==> src/rtl/traffic_phase_sched.sv <==
// Demand-actuated four-way phase scheduler: latches car/left/ped requests per
// approach, arbitrates NS vs EW with alternation, and sequences tick-timed phases.
module traffic_phase_sched #(
   parameter int TICK_DIV  = 4,
   parameter int ALLRED_T  = 1,
   parameter int LEFT_T    = 5,
   parameter int GREEN_MIN = 5,
   parameter int GREEN_MAX = 10,
   parameter int YELLOW_T  = 3
) (
   input  logic       clk,
   input  logic       rst,
   input  logic       req_ns_car,
   input  logic       req_ns_left,
   input  logic       req_ns_ped,
   input  logic       req_ew_car,
   input  logic       req_ew_left,
   input  logic       req_ew_ped,
   input  logic       emg,
   output logic [7:0] lights,
   output logic       walk_ns,
   output logic       walk_ew,
   output logic [2:0] phase,
   output logic [5:0] pending
);

   function automatic int max2(input int a, input int b);
      return (a > b) ? a : b;
   endfunction

   localparam int PW   = (TICK_DIV > 1) ? $clog2(TICK_DIV) : 1;
   localparam int TMAX = max2(max2(max2(ALLRED_T, LEFT_T), max2(GREEN_MIN, GREEN_MAX)), YELLOW_T);
   localparam int TW   = $clog2(TMAX + 1);

   typedef enum logic [2:0] {
      ALLRED    = 3'd0,
      NS_LEFT   = 3'd1,
      NS_GREEN  = 3'd2,
      NS_YELLOW = 3'd3,
      EW_LEFT   = 3'd4,
      EW_GREEN  = 3'd5,
      EW_YELLOW = 3'd6,
      EMG       = 3'd7
   } state_t;

   state_t          r_state;
   state_t          w_state_nx;
   logic [PW-1:0]   r_presc;
   logic [TW-1:0]   r_tcnt;
   logic            r_last_ew;
   logic [5:0]      r_pend;
   logic            r_walk_en_ns;
   logic            r_walk_en_ew;

   logic            w_tick;
   logic [31:0]     w_done;
   logic            w_ns_dem;
   logic            w_ew_dem;
   logic            w_serve_ew;
   logic            w_entry;
   logic [5:0]      w_set;
   logic [5:0]      w_clr;

   // w_done is the tick count including the tick firing on this edge
   assign w_tick     = (r_presc == PW'(TICK_DIV - 1));
   assign w_done     = 32'(r_tcnt) + 32'd1;
   assign w_ns_dem   = |r_pend[5:3];
   assign w_ew_dem   = |r_pend[2:0];
   assign w_serve_ew = w_ew_dem && (!w_ns_dem || !r_last_ew);
   assign w_entry    = (w_state_nx != r_state);

   always_comb begin
      w_state_nx = r_state;
      case (r_state)
         ALLRED: begin
            if (w_tick && w_done >= 32'(ALLRED_T) && (w_ns_dem || w_ew_dem)) begin
               if (w_serve_ew) w_state_nx = r_pend[2] ? EW_LEFT : EW_GREEN;
               else            w_state_nx = r_pend[5] ? NS_LEFT : NS_GREEN;
            end
         end
         NS_LEFT:   if (w_tick && w_done >= 32'(LEFT_T)) w_state_nx = NS_GREEN;
         EW_LEFT:   if (w_tick && w_done >= 32'(LEFT_T)) w_state_nx = EW_GREEN;
         NS_GREEN: begin
            if (w_tick && ((w_done >= 32'(GREEN_MIN) && w_ew_dem) || w_done >= 32'(GREEN_MAX)))
               w_state_nx = NS_YELLOW;
         end
         EW_GREEN: begin
            if (w_tick && ((w_done >= 32'(GREEN_MIN) && w_ns_dem) || w_done >= 32'(GREEN_MAX)))
               w_state_nx = EW_YELLOW;
         end
         NS_YELLOW: if (w_tick && w_done >= 32'(YELLOW_T)) w_state_nx = ALLRED;
         EW_YELLOW: if (w_tick && w_done >= 32'(YELLOW_T)) w_state_nx = ALLRED;
         EMG:       if (!emg) w_state_nx = ALLRED;
         default:   w_state_nx = ALLRED;
      endcase
      if (emg) w_state_nx = EMG;
   end

   always_comb begin
      w_set = {req_ns_left, req_ns_car, req_ns_ped, req_ew_left, req_ew_car, req_ew_ped};
      w_clr = '0;
      if (w_entry) begin
         w_clr[5]   = (w_state_nx == NS_LEFT);
         w_clr[4:3] = {2{w_state_nx == NS_GREEN}};
         w_clr[2]   = (w_state_nx == EW_LEFT);
         w_clr[1:0] = {2{w_state_nx == EW_GREEN}};
      end
   end

   always_ff @(posedge clk or posedge rst) begin
      if (rst) begin
         r_state      <= ALLRED;
         r_last_ew    <= 1'b1;
         r_pend       <= '0;
         r_walk_en_ns <= 1'b0;
         r_walk_en_ew <= 1'b0;
      end else begin
         r_state <= w_state_nx;
         r_pend  <= (r_pend & ~w_clr) | w_set;
         if (r_state == NS_YELLOW && w_state_nx == ALLRED) r_last_ew <= 1'b0;
         if (r_state == EW_YELLOW && w_state_nx == ALLRED) r_last_ew <= 1'b1;
         if (w_entry && w_state_nx == NS_GREEN) r_walk_en_ns <= r_pend[3];
         if (w_entry && w_state_nx == EW_GREEN) r_walk_en_ew <= r_pend[0];
      end
   end

   // Idle ALLRED saturates at ALLRED_T so every later tick re-arbitrates
   always_ff @(posedge clk or posedge rst) begin
      if (rst) begin
         r_presc <= '0;
         r_tcnt  <= '0;
      end else if (w_entry || r_state == EMG) begin
         r_presc <= '0;
         r_tcnt  <= '0;
      end else if (w_tick) begin
         r_presc <= '0;
         if (r_state == ALLRED && w_done > 32'(ALLRED_T)) r_tcnt <= TW'(ALLRED_T);
         else                                             r_tcnt <= r_tcnt + TW'(1);
      end else begin
         r_presc <= r_presc + PW'(1);
      end
   end

   always_comb begin
      lights = 8'b0001_0001;
      case (r_state)
         NS_LEFT:   lights = 8'b1001_0001;
         NS_GREEN:  lights = 8'b0100_0001;
         NS_YELLOW: lights = 8'b0010_0001;
         EW_LEFT:   lights = 8'b0001_1001;
         EW_GREEN:  lights = 8'b0001_0100;
         EW_YELLOW: lights = 8'b0001_0010;
         default:   lights = 8'b0001_0001;
      endcase
   end

   assign phase   = r_state;
   assign pending = r_pend;
   assign walk_ns = (r_state == NS_GREEN) && r_walk_en_ns && (32'(r_tcnt) < 32'(GREEN_MIN));
   assign walk_ew = (r_state == EW_GREEN) && r_walk_en_ew && (32'(r_tcnt) < 32'(GREEN_MIN));

endmodule

==> config.mk <==
export PLATFORM = sky130hd
export DESIGN_NAME = traffic_phase_sched
export DESIGN_NICKNAME = d
export VERILOG_FILES = /design/src/rtl/traffic_phase_sched.sv
export SDC_FILE = /design/constraint.sdc
export NUM_CORES = 1
export LEC_CHECK = 0
export CORE_MARGIN = 1.5
export CORE_UTILIZATION = 50
export CTS_CLUSTER_DIAMETER = 40
export DETAILED_ROUTE_END_ITERATION = 8
export GPL_TIMING_DRIVEN = 0
export PLACE_DENSITY_LB_ADDON = 0.2
export SLEW_MARGIN = 20
export SYNTH_ARGS = -nofsm -noshare
export SYNTH_HDL_FRONTEND = slang
export SYNTH_SLANG_ARGS = --single-unit
==> constraint.sdc <==
create_clock -name clk -period 8.1 [get_ports clk]
set_input_delay 1.62 -clock clk [delete_from_list [all_inputs] [get_ports clk]]
set_output_delay 1.62 -clock clk [all_outputs]
set_load 0.01 [all_outputs]
==> results.ini, run 1 <==
[synth]
syn_area_sq_mm=0.001405
syn_inst=162
synth.most_common_cell=dfrtp_1
synth_commonest_cells=dfrtp_1 (17), nand2_1 (16), nor2_1 (15)
synth.distinct_cells=55
syn_avg_cell_area_sq_um=8.673
ys_seq_area_frac=0.3215
synth-async-reset-ratio=1.000
yosys.area.top_type=dfrtp_1
synth_top_area_frac=0.3028
ys_seq_elements=18
syn-num-nets=177
synth_edf_count=0
synth-main-ff-cell=dfrtp_1
synth_warnings=0
synth_area_leaders=dfrtp_1 (30%), ha_1 (5.3%), a21oi_1 (4.6%), nand2_1 (4.3%), nor2_1 (4.0%)

[worst_setup_path]
r2r_end=r_walk_en_ns
required_ns=6.48
reg2reg_slack_ns=4.72
crit_cells=4
worstReg2RegStart=r_tcnt[0]
arrival_ns=2.31
worstPathCellList=buf_2, clkinv_1, nor3_1, clkdlybuf4s50_1
critPathTopFamily=buffers and inverters
worstSetupEndpointType=output port
cpPeakStageDelay_ns=0.64
crit_path_max_fanout=10
start_kind=flop
path_buf_inv=3
slowest_stage=clkdlybuf4s50_1
reg2reg_depth=8
path_class=reg -> out

[sta]
max_freq_mhz=254.3
post-route-min-period_ns=3.932
fin_setup_tns_ns=0
rsz0062_at_grt=no
finClkSkew_ns=0.0003544
relSlewSlack=0.5265
fin_crit_sh=0.4854
drv_slew=0
worstMarginPinSlew_ns=0.7010
hold_viol=0
setup_violations=0

[final_layout]
multi_input_area_sq_um=877.1
fin_nets=209
drive_gt1_frac=0.1192
diodes=0
syn2layout_area_growth_pct=24.58
nFillCells=243
regArea_sq_um=451.7

[placed_design]
port-buffer-count=27
dpl.hpwl_microns=2672
gp_congestion=0.8962

[power_and_ir_drop]
ir_drop_mv=0.1699
cellPowerDensity_mw_per_mm2=202.0
power.leakage_uw=0.0007162
finalPower_uw=353.6

[clock_tree]
h-tree-depth=1
clock_latency_ns=0.30
cts_buffer_depth=2
cts_tree=done
post-cts-setup-buffer-count=0
clock_sinks=18
cts.hold.buffers_added=0
cts_buffers=3
cts_root_buf=clkbuf_4
clk_pin_slew_worst_paths_ns=0.11
cts.repair.resized=0

[hold_path]
hold_class=reg -> reg
hold-path-endpoint=r_presc[0]
hold_depth=2
hold_path_startpoint=r_presc[0]

[drt]
ant_nets=0
detail_route.first_pass.iterations=4
drt-met1-wl_microns=1574
drc=0
topRoutingLayerUsed=met4
wl_met3_microns=150
wl_microns=3528
dr_total_vias=1345
drt_iter0_drc=65
via_per_inst=6.004
wl_met2_microns=1747
wl_per_cell_microns=15.75

[floorplanning]
die_x_microns=56.01
pin_count=28
fp-row-count=19
start_util=0.5185
dieHeight_microns=56.01
core_area_sq_mm=0.002710
die-area_sq_mm=0.003137

[global_route]
grt_pass1_vias=1350
grt_start_max_net_pins=19
grt_overflow_total=0
grt_pass1_wl_microns=5996
track_usage=0.2361
antenna_found_initial=0

[status]
status=complete, no violations

[flow_run]
cap_violations=0

-- cell usage in the layout, fill, tap and decap left out, types with 2 or more instances in the layout --
cell,count
inv_1,11
nor4_1,3
buf_2,4
o31ai_1,2
clkdlybuf4s50_1,27
or3_1,3
nand3_1,4
clkbuf_1,3
a21oi_1,13
ha_1,6
nor2_1,15
mux2_2,2
a21o_1,5
o21ai_0,6
and3_1,3
xor2_1,2
nand2_1,16
dfrtp_1,17
nand2b_1,4
o21a_1,2
clkbuf_4,3
nor3_1,5
nor2b_1,2
-- worst max path at each step --
stage / startpoint / end / slack, ns
6_report: phase[0] / lights[7] / 4.17
5_1_grt: phase[0] / lights[7] / 4.07
4_1_cts: phase[0] / lights[7] / 4.18
3_5_place_dp: emg / r_walk_en_ns / 4.47
3_3_place_gp: emg / r_walk_en_ns / 4.48
2_1_floorplan: phase[0] / walk_ew / 5.06
-- cell families after synthesis --
group | share of synthesized area
compound gates | 0.2529
xor+xnor | 0.03028
fa+ha+maj | 0.05343
buf+inv | 0.05432
flops | 0.3215
mux | 0.02671
simple gates | 0.2609
-- power breakdown --
part / switching, uW / internal, uW
sequential: 17.3 / 110
combinational: 89.4 / 79.6
clock: 29.9 / 27.4
-- area by class of cell --
| type | instances | share of cell area |
|---|---|---|
| sequential | 18 | 0.2580 |
| multi-input combinational | 125 | 0.5011 |
| tap | 31 | 0.02216 |
| buffer | 7 | 0.01787 |
| inverter | 12 | 0.02573 |
| clock buffer | 4 | 0.02073 |
| timing repair buffer | 27 | 0.1544 |
-- per-stage QoR --
step                      hold slack [ns]  instances  setup WS [ns]  area (sq um)  utilization
final                              0.5353        224          4.168          1750       0.6459
after global routing               0.5562        224          4.074          1750       0.6459
after CTS                          0.5377        224          4.176          1750       0.6459
after detailed placement           0.5172        220          4.468          1714       0.6325
after global placement             0.4960        220          4.484          1714       0.6325
after floorplan                    0.4705        162          5.060          1405            -
-- routing by layer --
metal  track usage  up-vias
met3       0.03721        8
met5             0        -
met4       0.09184        0
li1              -      649
met1        0.3078      643
met2        0.3916       45
-- registers in the layout, summed over array words and instances, names as in the netlist --
signal and count:
pending 6, r_last_ew 1, r_walk_en_ew 1, r_presc 2
r_tcnt 4, r_walk_en_ns 1, phase 3
-- worst reg2reg max path: stages (launching register included) --
cell,delay (ns)
dfrtp_1,0.49
inv_1,0.17
ha_1,0.36
or3b_4,0.42
o311a_4,0.34
a221oi_2,0.29
nand4_2,0.25
or4_4,0.63
mux2_4,0.32
Power figures use the tool's default switching activity.
==> run 2: changes to the inputs <==
Settings changed: CORE_UTILIZATION 50 to 46.
Clock period 8.1 ns to 3.33 ns, I/O delays scaled along.
==> run 2 against run 1 <==
Against the previous run: clock-buffer cell count stayed put; via count is 0.22% higher; hold slack better by 0.0054 ns; critical endpoint is now r_walk_en_ns; largest power group unchanged.
==> results.ini, run 2 (same netlist as run 1, synthesis figures left out) <==
[clock_tree]
cts_tree=done
h-tree-depth=1
cts_buffer_depth=2
cts_buffers=3
clock_latency_ns=0.30
cts_root_buf=clkbuf_4
clock_sinks=18
clk_pin_slew_worst_paths_ns=0.11

[drt]
drt_iter0_drc=57
wl_microns=3481
drc=0
detail_route.first_pass.iterations=4
dr_total_vias=1348
ant_nets=0
via_per_inst=5.965
wl_per_cell_microns=15.40

[power_and_ir_drop]
switching_share=0.3951
p_sw_uw=336.1
power.leakage_uw=0.0007169
cellPowerDensity_mw_per_mm2=484.3
internal_power_uw=514.6
seqPwrFrac=0.363
ir_drop_mv=0.3257
p_comb_frac=0.498
p_clk_frac=0.139
finalPower_uw=850.7

[worst_setup_path]
arrival_ns=3.38
r2r_end=r_walk_en_ns
start_kind=flop
reg2reg_slack_ns=0.15
worstSetupEndpointType=flop
crit_path_max_fanout=8
worstPathCellList=inv_1, ha_1, or3b_4, o311a_4, a2111o_1, a221oi_4, or4_4, mux2_4
reg2reg_depth=8
cpPeakStageDelay_ns=0.47
slowest_stage=dfrtp_2
required_ns=3.52
path_class=reg -> reg
worstReg2RegStart=r_tcnt[0]

[final_layout]
syn2layout_area_growth_pct=25.02
largest_reg_flops=6
fin_nets=211
layout_commonest_cell=clkdlybuf4s50_1
final_cell_area_sq_mm=0.001757
diodes=0
drive_gt1_frac=0.1282
layout_common_cells=clkdlybuf4s50_1 (27), nand2_1 (16), dfrtp_1 (16)
nFillCells=260

[placed_design]
dpl-instance-area_sq_mm=0.001714
dpl.hpwl_microns=2603
port-buffer-count=27
gp_congestion=0.8945

[sta]
worstMarginPinSlew_ns=0.7612
finClkSkew_ns=0.001119
fin_crit_sh=0.9554
post-route-min-period_ns=3.182
setup_violations=0
rsz0062_at_grt=no
hold_viol=0
max_freq_mhz=314.3
fin_setup_tns_ns=0
drv_slew=0
relSlewSlack=0.4920

[flow_run]
cap_violations=0

[floorplanning]
dieHeight_microns=58.27
start_util=0.4967
die_x_microns=58.27
core_area_sq_mm=0.002829
fp-row-count=19
die-area_sq_mm=0.003395
pin_count=28

[global_route]
grt_start_max_net_pins=19
grt_pass1_vias=1234
grt_pass1_wl_microns=5664
antenna_found_initial=0
track_usage=0.2197
grt_overflow_total=0

[hold_path]
hold_class=reg -> reg
hold-path-endpoint=pending[1]
hold_path_startpoint=pending[1]
hold_depth=1

[status]
status=complete, no violations

## run 2: cell types whose count changed in the layout (fill, tap and decap cells not counted)
cell,delta
buf_4,+2
clkbuf_1,+1
clkbuf_8,-1
dfrtp_1,-1
dfrtp_2,+1
## run 2: timing repair
item                       4_1_cts  5_1_grt
setup endpoints to repair        0        6
hold buffers                     0        0
buffers inserted                 0        2
hold endpoints to repair         0        0
resized for setup                0        1
## run 2: worst max-delay path, delay by kind of cell (launching register included)
family | cells | cell delay, ns
DFF | 1 | 0.47
buffers and inverters | 1 | 0.16
adders and majority gates | 1 | 0.30
AOI/OAI and AO/OA | 3 | 1.17
and+or+nand+nor | 2 | 0.68
muxes | 1 | 0.30
## run 2: power by group through the flow
stage	Sequential [uW]	Combinational, uW	Clock (uW)
2_1_floorplan	310	259	0
3_3_place_gp	309	404	0
3_5_place_dp	312	413	0
4_1_cts	308	414	124
5_1_grt	316	464	132
6_report	309	424	118
## run 2: how the worst max path moves through the flow
stage	startpoint	end	slack, ns	depth (start not counted)
detailed placement	r_tcnt[0]	r_walk_en_ns	0.05	8
finish	r_tcnt[0]	r_walk_en_ns	0.15	8
floorplan	r_tcnt[0]	r_walk_en_ns	0.33	8
global placement	r_tcnt[0]	r_walk_en_ns	0.09	8
CTS	r_tcnt[0]	r_walk_en_ns	0.03	8
global route	r_tcnt[0]	r_walk_en_ew	0.05	8
## run 2: through the flow
stage	hold WS (ns)	instances	utilization	worst slack, ns
final	0.5407	226	0.6210	0.1484
after global routing	0.5656	226	0.6210	0.04960
after detailed placement	0.5198	220	0.6059	0.04693
after floorplan	0.4705	162	-	0.3290
after CTS	0.5490	224	0.6152	0.03131
after global placement	0.4954	220	0.6059	0.08618
## run 2: layout make-up
class / count / area [sq um] / area share
buffer: 7 / 31.28 / 0.01781
clock buffer: 4 / 26.28 / 0.01496
inverter: 12 / 45.04 / 0.02564
multi-input combinational: 125 / 877.1 / 0.4993
sequential: 18 / 452.9 / 0.2578
tap: 31 / 38.79 / 0.02208
timing repair buffer: 29 / 285.3 / 0.1624
## run 2: per-layer routing
| layer | vias to the layer above | global-route usage | wire length (microns) |
|---|---|---|---|
| li1 | 658 | - | - |
| met1 | 646 | 0.2869 | 1565 |
| met2 | 40 | 0.3692 | 1754 |
| met3 | 4 | 0.02232 | 119 |
| met4 | 0 | 0.08970 | 41 |
| met5 | - | 0 | 0 |
